[src/rtl/arith_pkg.sv]
// Shared definitions for the arithmetic unit: divider FSM states, default
// operand width and the fill value used for a divide-by-zero quotient.
package arith_pkg;

    // Default operand, quotient and remainder width.
    localparam int DIV_WIDTH = 32;

    // Divider control states.
    typedef enum logic [1:0] {
        IDLE,
        ITER,
        FIX,
        DONE
    } div_state_t;

    // Every quotient bit takes this value on a divide by zero (all ones).
    localparam logic DIV_ZERO_Q_BIT = 1'b1;

endpackage : arith_pkg

[src/rtl/seq_divider_div_step.sv]
// One non-restoring division step. The partial remainder and the incoming
// dividend bit are shifted together, then the divisor is subtracted when the
// old partial remainder is non-negative or added back when it is negative.
// Purely combinational, so a radix-4 variant can chain two of these.
module div_step
    import arith_pkg::*;
#(
    parameter int WIDTH = DIV_WIDTH
) (
    input  logic [WIDTH:0]   p,
    input  logic [WIDTH-1:0] d,
    input  logic             dividend_bit,
    output logic [WIDTH:0]   p_next,
    output logic             q_bit
);

    logic [WIDTH:0] shifted;
    logic [WIDTH:0] d_ext;

    // Shift in the next dividend bit, then add or subtract the divisor by old sign.
    always_comb begin
        // NOTE: every output of an always_comb is assigned on every path; an
        // output left unassigned on some path would infer a latch.
        shifted = {p[WIDTH-1:0], dividend_bit};
        d_ext   = {1'b0, d};
        p_next  = '0;
        if (p[WIDTH]) begin
            p_next = shifted + d_ext;
        end else begin
            p_next = shifted - d_ext;
        end
        q_bit = ~p_next[WIDTH];
    end

endmodule : div_step

[src/rtl/seq_divider.sv]
// Sequential WIDTH-bit integer divider (non-restoring, one quotient bit per
// clock) for signed and unsigned operands. The operand magnitudes are divided
// and the signs are applied in a final correction cycle. A start/busy/done
// handshake lets a controller issue one operation at a time.
module seq_divider
    import arith_pkg::*;
#(
    parameter int WIDTH = DIV_WIDTH
) (
    input  logic             clk,
    input  logic             rst,
    input  logic             start,
    input  logic             signed_op,
    input  logic [WIDTH-1:0] dividend,
    input  logic [WIDTH-1:0] divisor,
    output logic             busy,
    output logic             done,
    output logic [WIDTH-1:0] quotient,
    output logic [WIDTH-1:0] remainder,
    output logic             div_by_zero
);

    localparam int CW = $clog2(WIDTH);

    div_state_t       state;
    logic [CW-1:0]    count;
    logic [WIDTH:0]   p;          // signed partial remainder
    logic [WIDTH-1:0] q;          // dividend magnitude shifting out, quotient shifting in
    logic [WIDTH-1:0] d;          // divisor magnitude
    logic             q_neg;
    logic             r_neg;
    logic             dz;

    logic             dividend_neg;
    logic             divisor_neg;
    logic [WIDTH-1:0] dividend_mag;
    logic [WIDTH-1:0] divisor_mag;
    logic [WIDTH-1:0] rem_mag;
    logic [WIDTH-1:0] quot_final;
    logic [WIDTH-1:0] rem_final;
    logic [WIDTH-1:0] zero_rem;
    logic             last_iter;

    logic [WIDTH:0]   step_p;
    logic             step_bit;

    div_step #(
        .WIDTH (WIDTH)
    ) u_step (
        .p            (p),
        .d            (d),
        .dividend_bit (q[WIDTH-1]),
        .p_next       (step_p),
        .q_bit        (step_bit)
    );

    // Operand magnitudes at accept, and remainder correction plus sign application for FIX.
    always_comb begin
        dividend_neg = signed_op & dividend[WIDTH-1];
        divisor_neg  = signed_op & divisor[WIDTH-1];
        dividend_mag = dividend_neg ? -dividend : dividend;
        divisor_mag  = divisor_neg  ? -divisor  : divisor;
        // A negative partial remainder is one divisor short; the true
        // remainder lies in [0, d) so WIDTH-bit arithmetic is exact here.
        rem_mag      = p[WIDTH] ? (p[WIDTH-1:0] + d) : p[WIDTH-1:0];
        quot_final   = q_neg ? -q : q;
        rem_final    = r_neg ? -rem_mag : rem_mag;
        // On divide by zero q still holds |dividend|; re-applying the dividend
        // sign restores the original bit pattern (MIN maps onto itself).
        zero_rem     = r_neg ? -q : q;
        last_iter    = (count == CW'(WIDTH - 1));
    end

    // Control FSM, iteration datapath and registered outputs.
    always_ff @(posedge clk or negedge rst) begin
        if (!rst) begin
            state       <= IDLE;
            count       <= '0;
            p           <= '0;
            q           <= '0;
            d           <= '0;
            q_neg       <= 1'b0;
            r_neg       <= 1'b0;
            dz          <= 1'b0;
            busy        <= 1'b0;
            done        <= 1'b0;
            quotient    <= '0;
            remainder   <= '0;
            div_by_zero <= 1'b0;
        end else begin
            // NOTE: state registers take non-blocking assignments so every
            // right-hand side sees the values from before this edge.
            case (state)
                IDLE: begin
                    done <= 1'b0;
                    if (start) begin
                        q           <= dividend_mag;
                        d           <= divisor_mag;
                        p           <= '0;
                        count       <= '0;
                        q_neg       <= dividend_neg ^ divisor_neg;
                        r_neg       <= dividend_neg;
                        dz          <= (divisor == '0);
                        busy        <= 1'b1;
                        div_by_zero <= 1'b0;
                        state       <= (divisor == '0) ? FIX : ITER;
                    end
                end
                ITER: begin
                    p     <= step_p;
                    q     <= {q[WIDTH-2:0], step_bit};
                    count <= count + 1'b1;
                    if (last_iter) begin
                        state <= FIX;
                    end
                end
                FIX: begin
                    if (dz) begin
                        quotient    <= {WIDTH{DIV_ZERO_Q_BIT}};
                        remainder   <= zero_rem;
                        div_by_zero <= 1'b1;
                    end else begin
                        quotient    <= quot_final;
                        remainder   <= rem_final;
                    end
                    busy  <= 1'b0;
                    done  <= 1'b1;
                    state <= DONE;
                end
                DONE: begin
                    done  <= 1'b0;
                    state <= IDLE;
                end
                default: begin
                    busy  <= 1'b0;
                    done  <= 1'b0;
                    state <= IDLE;
                end
            endcase
        end
    end

endmodule : seq_divider

[config.mk]
export PLATFORM = sky130hd
export DESIGN_NAME = seq_divider
export DESIGN_NICKNAME = d
export VERILOG_FILES = /design/src/rtl/arith_pkg.sv /design/src/rtl/seq_divider_div_step.sv /design/src/rtl/seq_divider.sv
export SDC_FILE = /design/constraint.sdc
export NUM_CORES = 1
export LEC_CHECK = 0
export ABC_AREA = 1
export CAP_MARGIN = 40
export CORE_ASPECT_RATIO = 0.8
export CORE_MARGIN = 1.5
export CORE_UTILIZATION = 55
export DETAILED_ROUTE_END_ITERATION = 8
export GPL_TIMING_DRIVEN = 0
export PLACE_DENSITY_LB_ADDON = 0.25
export SYNTH_ARGS = -nofsm -noshare
export SYNTH_HDL_FRONTEND = slang
export SYNTH_HIERARCHICAL = 1
export SYNTH_SLANG_ARGS = --single-unit
export TNS_END_PERCENT = 50
[constraint.sdc]
create_clock -name clk -period 3.09 [get_ports clk]
set_clock_uncertainty 0.15 [all_clocks]
set_input_delay 0.4635 -clock clk [delete_from_list [all_inputs] [get_ports clk]]
set_output_delay 0.4635 -clock clk [all_outputs]
set_load 0.01 [all_outputs]
==> summary.md, run 1 <==
| Metric | Value |
|---|---|
| Outcome | finished, violations left |
| Failing checks | DRC, setup timing |
| Clk slew on worst S/H paths | 80 ps |
| Setup CP Type | register to register |
| Global route total overflow | 0 |
| Post-synth EDFFs | 0 |
| GRT Total Usage | 0.425 |
| Slew headroom | 0.297 |
| Met2 Resource Use GR | 0.574 |
| Synth top area cells | dfrtp_1, nand2_1, inv_1 |
| Starting Density | 0.566 |
| Max-slew violations | 0 |
| Syn nets | 2901 |
| Row count | 56 |
| TritonRoute pass-1 iters | 9 |
| Netlist cell types | 51 |
| GR Util met1 | 0.629 |
| Drt via density | 6.06 |
| Num CTS Buffers | 17 |
| Die footprint | 31500 µm² |
| Die width | 198 µm |
| Area grow syn2layout | 26.7% |
| Final WL | 70.4 mm |
| CTS tree | built |
| Global placement routability congestion | 1.05 |
| Yosys reg bits | 174 |
| Fillers | 2455 |
| FFs w/ async S/R, synth | 1.00 |
| Post-synthesis instance total | 2756 |
| Largest fanout on the critical path | 5 |
| Dpl ws | -948 ps |
| Cell type with the highest aggregate area in the netlist | dfrtp_1 |
| Largest net degree at the start of global routing | 117 |
| Met3 usage in global routing | 0.158 |
| Port Buf Inserts | 134 |
| Residual DRC | 2 |
| Total negative slack | -9790 ps |
| CTS H-tree lvls | 4 |
| RSZ-0062 raised after global routing | yes |
| CP Data Arrival Time | 3750 ps |
| Fin crit period | 3590 ps |
| Io pins | 135 |
| Endpoints failing setup | 45 |
| Inserted Diodes | 0 |
| Setup ws final | -496 ps |
| DR WL/cell | 20.7 µm |
| Total via count in the routed design | 20600 |
| Top-count cell post-synth | nand2_1 |
| Top_reg_cell synth | dfrtp_1 |
| Syn. warnings | 6 |
| Clk root buf | clkbuf_16 |
| Final hold vios | 0 |
| Post-Syn Area | 16800 µm² |
| Core area | 29600 µm² |
| Req. time, crit path | 3260 ps |
| Die Height | 159 µm |
| First-pass GRT wire length | 102 mm |
| Worst Hold Depth | 2 |
| Worst Hold Path EP | remainder[0] |
| Synth cell count leaders | nand2_1, inv_1, nor2_1 |
| Worst reg2reg endpoint | q[0] |
| Worst-Margin Slew | 1040 ps |
| Vias in the first global route | 18000 |
| Layout cell share with drive strength beyond 1 | 0.155 |
| CTS max path bufs | 2 |
| Sequential area share after synthesis | 0.260 |
| Nets | 3120 |
| Yosys top cell area share | 0.260 |
| Final period util | 1.16 |
| Hold_sp | remainder[0] |
| Total of max-cap violations | 0 |
| 1st-iter DRT viols | 2864 |
| Initial antenna violation count | 1 |
| FMAX | 279 MHz |
| Most Used Layer, Global Route | met1 |
| Synth Area per Inst | 6.08 µm² |
| Clock sink total | 174 |
| Crit Reg-Reg Startpoint | d[4] |
| Hpwl dp | 53.7 mm |
| CP Capture Type | register |
| Skew-Pair Late Insertion Delay | 460 ps |
| Min-Delay Path Class | register to register |
| Post-route ant nets | 0 |
| Startpoint types | register |
| Reg2reg setup slack | -500 ps |
| R2R depth | 19 |
[repair_timing]
action / CTS / global route
endpoints found under the hold margin: 58 / 0
hold buffers: 1 / 0
pin swaps: 28 / 104
endpoints found under the setup margin: 54 / 82
buffers inserted: 24 / 36
gates resized for setup: 101 / 299
[how the worst max path moves through the flow]
stage,from,end,slack [ps]
2_1_floorplan,p[0],remainder[26],200
3_5_place_dp,d[1],q[0],-950
4_1_cts,d[0],q[0],-290
6_report,d[4],q[0],-500
5_1_grt,d[0],q[0],-540
3_3_place_gp,rst,d[19],-5740
[flip-flops by register name, indices dropped and copies added, names as in the netlist, 2 cells and up]
signal     cells
p             33
q             32
d             32
remainder     32
state          2
count          5
quotient      32
[placed cells by master (no fill, tap or decap), drive strengths merged]
cell,synthesis,final
nor3,34,34
o221ai,3,3
nand3,227,227
nand2b,1,1
o22a,6,6
a21oi,205,205
ha,75,75
nor2,278,278
a31oi,19,19
bufinv,0,3
o22ai,3,3
clkdlybuf4s50,0,133
dfrtp,174,174
o31ai,7,7
mux2,1,1
a21boi,1,1
clkbuf,69,86
o211ai,21,21
buf,16,82
xor2,87,87
dlygate4sd3,0,1
nor4,15,15
a22oi,2,2
and2,3,3
nand2,830,830
fa,2,2
nand3b,6,6
clkinv,7,8
a21o,3,3
or4,2,2
clkinvlp,0,3
o21bai,7,7
xnor2,19,19
o21ai,197,197
or2,9,9
nand4,30,30
inv,397,405
[cells by family (layout without fill, tap and decap cells)]
logic type / Yosys count / after routing / share of synthesized area
AND/OR/NAND/NOR: 1435 / 1435 / 0.362
AO/OA/AOI/OAI: 474 / 474 / 0.153
flip-flops: 174 / 174 / 0.260
adder cells (fa/ha/maj): 77 / 77 / 0.0584
XOR/XNOR: 106 / 106 / 0.0554
buffers and inverters: 489 / 721 / 0.110
multiplexers: 1 / 1 / 0.000672
[layer usage]
metal | vias up | wire [µm]
met5 | - | 17
met4 | 2 | 1860
met3 | 202 | 11300
met2 | 1473 | 28000
met1 | 9589 | 29200
li1 | 9301 | -
[critical path, stage by stage, from the launching register on]
cell,delay (ps)
dfrtp_2,520
nor2_2,170
nand2_1,100
nor2_4,220
nand2_2,120
nand2_1,110
xnor2_1,160
ha_1,370
nand2_1,210
inv_1,80
nand2_1,70
nand2_1,100
a21oi_2,220
nand2_4,130
nand2_1,110
nand2_2,60
nand2_2,80
nand2_4,70
o211ai_1,260
o21ai_1,120
[area by class of cell]
cell class | instances | area [µm²] | area share
multi-input cells | 2093 | 11900 | 0.561
flip-flops and latches | 174 | 4380 | 0.206
repair buffers | 200 | 1930 | 0.0910
inverters | 404 | 1520 | 0.0717
well taps | 406 | 508 | 0.0239
clock buffers | 17 | 425 | 0.0200
plain buffers | 85 | 349 | 0.0164
clock inverters | 15 | 200 | 0.00943
[stage by stage]
step / hold slack [ps] / utilization / cell area [µm²] / cells
floorplan: 17.9 / - / 16800 / 2756
global placement: 314 / 0.628 / 18600 / 3296
detailed placement: 281 / 0.630 / 18700 / 3300
CTS: 350 / 0.669 / 19800 / 3357
global route: 370 / 0.716 / 21200 / 3394
finish: 355 / 0.716 / 21200 / 3394
Power of run 1 is left out: the tool's default activity adds up to more than one toggle a clock period on the data nets, which glitch-free logic cannot reach.
==> inputs of run 2 (changes only) <==
CORE_UTILIZATION = 25   (was 55)
==> summary.md, run 2 (same netlist as run 1, synthesis figures left out) <==
| Metric | Value |
|---|---|
| CP Capture Type | register |
| Clk slew on worst S/H paths | 80 ps (about the same) |
| Total via count in the routed design | 18800 (-8.4%) |
| 1st-iter DRT viols | 1857 (-35%) |
| Row count | 84 (+50%) |
| Crit Reg-Reg Startpoint | d[0] |
| Failing checks | setup timing |
| Io pins | 135 (unchanged) |
| Inserted Diodes | 0 (unchanged) |
| Global placement routability congestion | 0.953 (-9.1%) |
| CTS H-tree lvls | 4 (unchanged) |
| Drt via density | 4.91 (-19%) |
| TritonRoute pass-1 iters | 6 (-3) |
| Most frequent cells in the layout | nand2_1, inv_1, nor2_1 |
| Final WL | 72.1 mm (+2.4%) |
| R2R depth | 18 (-1) |
| Num CTS Buffers | 17 (unchanged) |
| Hold_sp | count[4] |
| Min-Delay Path Class | register to register |
| Largest fanout on the critical path | 4 (-1) |
| Clock sink total | 174 (unchanged) |
| Largest net degree at the start of global routing | 93 (-21%) |
| Die footprint | 68600 µm² (+120%) |
| Setup ws final | -313 ps (+183 ps) |
| CTS tree | built |
| Hpwl dp | 58.6 mm (+9.1%) |
| DR WL/cell | 18.8 µm (-9.5%) |
| Setup CP Type | register to register |
| Layout cell share with drive strength beyond 1 | 0.148 (-0.00697) |
| Total of max-cap violations | 0 (unchanged) |
| Max-slew violations | 0 (unchanged) |
| CTS max path bufs | 2 (unchanged) |
| Nets | 3112 (-0.26%) |
| Final period util | 1.10 (-0.0592) |
| Core area | 66000 µm² (+120%) |
| First-pass GRT wire length | 107 mm (+4.5%) |
| Worst Hold Depth | 2 (unchanged) |
| Req. time, crit path | 3340 ps (+80 ps) |
| Outcome | finished, violations left |
| RSZ-0062 raised after global routing | yes |
| Dpl ws | -760 ps (+188 ps) |
| Fillers | 7356 (+200%) |
| Slew headroom | 0.417 (+0.119) |
| Initial antenna violation count | 2 (+1) |
| Max reg flops | 33 (unchanged) |
| GRT Total Usage | 0.205 (-0.220) |
| Worst-Margin Slew | 875 ps (-168 ps) |
| Final Instance Area | 21600 µm² (+1.5%) |
| Reg2reg setup slack | -310 ps (+180 ps) |
| FMAX | 294 MHz (+5.4%) |
| Final hold vios | 0 (unchanged) |
| Endpoints failing setup | 39 (-13%) |
| Worst reg2reg endpoint | remainder[20] |
| Clk root buf | clkbuf_16 |
| Area occupied by multi-input gates | 11700 µm² (-1.7%) |
| Die width | 292 µm (+48%) |
| Fin crit period | 3400 ps (-183 ps) |
| Most common cell after layout, fill and taps aside | nand2_1 |
| CP Data Arrival Time | 3660 ps (-90 ps) |
| Starting Density | 0.254 (-0.312) |
| Skew-Pair Late Insertion Delay | 480 ps (+20 ps) |
| Residual DRC | 0 (-2) |
| Area grow syn2layout | 28.6% |
| Die Height | 235 µm (+47%) |
| Vias in the first global route | 17000 (-5.4%) |
| Global route total overflow | 0 (unchanged) |
| Placed cell area | 19200 µm² (+3.1%) |
| Register Area | 4380 µm² (unchanged) |
| Port Buf Inserts | 134 (unchanged) |
| Post-route ant nets | 0 (unchanged) |
| Most flops, register | p |
| Worst Hold Path EP | count[4] |
| Startpoint types | register |
-- run 2: cell types whose count changed in the layout (fill, tap and decap cells not counted), moves of 4 or more --
cell | previous run | this run
buf_4 | 45 | 39
buf_6 | 18 | 14
ha_2 | 11 | 16
inv_2 | 31 | 26
nand2_1 | 717 | 726
nand2_4 | 23 | 15
nand3_1 | 191 | 182
nand3_2 | 27 | 39
nor3_1 | 24 | 28
xor2_1 | 80 | 84
-- run 2: what timing repair did --
item | CTS | global route
hold endpoints to repair | 82 | 0
resized for setup | 162 | 206
gates cloned | 0 | 0
setup buffers | 40 | 15
hold buffers | 1 | 0
endpoints found under the setup margin | 84 | 100
pin swaps | 55 | 78
-- run 2: how the worst max path moves through the flow --
stage,from,endpoint,slack [ps]
2_1_floorplan,p[0],remainder[26],200
3_3_place_gp,rst,d[15],-6600
3_5_place_dp,d[1],q[0],-760
4_1_cts,d[1],remainder[26],-310
5_1_grt,d[1],q[0],-480
6_report,d[0],remainder[20],-310
-- run 2: final cells by class --
type	instances	share of cell area
inverters	404	0.0713
multi-input cells	2093	0.544
repair buffers	192	0.0878
plain buffers	85	0.0158
clock inverters	13	0.00813
flip-flops and latches	174	0.203
clock buffers	19	0.0201
well taps	860	0.0499
-- run 2: layer usage --
| layer | global-route usage | up-vias | routed length [µm] |
|---|---|---|---|
| met4 | 0.0295 | 0 | 658 |
| met2 | 0.288 | 642 | 28700 |
| met3 | 0.0472 | 48 | 6050 |
| met5 | 0 | - | 0 |
| li1 | - | 9298 | - |
| met1 | 0.316 | 8855 | 36700 |
-- run 2: critical path, stage by stage (launching register included) --
cell and delay, ps:
dfrtp_2 530, ha_4 190, fa_2 450, o21ai_4 200
buf_6 130, ha_4 130, inv_2 30, nor2_2 100
nand3_2 120, nor2_4 130, nand3_2 110, nor2_4 120
nand4_1 220, buf_4 230, nand2_4 70, nand2_1 70
nand2_1 70, nand3_2 80, a31oi_1 170
-- run 2: stage by stage --
step            TNS, ps  hold slack (ps)   util  instances
2_1_floorplan         0             17.9      -       2756
3_3_place_gp   -1182810              319  0.291       3750
3_5_place_dp     -22310              323  0.292       3754
4_1_cts           -6430              343  0.314       3826
5_1_grt          -13000              385  0.327       3840
6_report          -6470              338  0.327       3840
Power of run 2 is left out for the same reason.
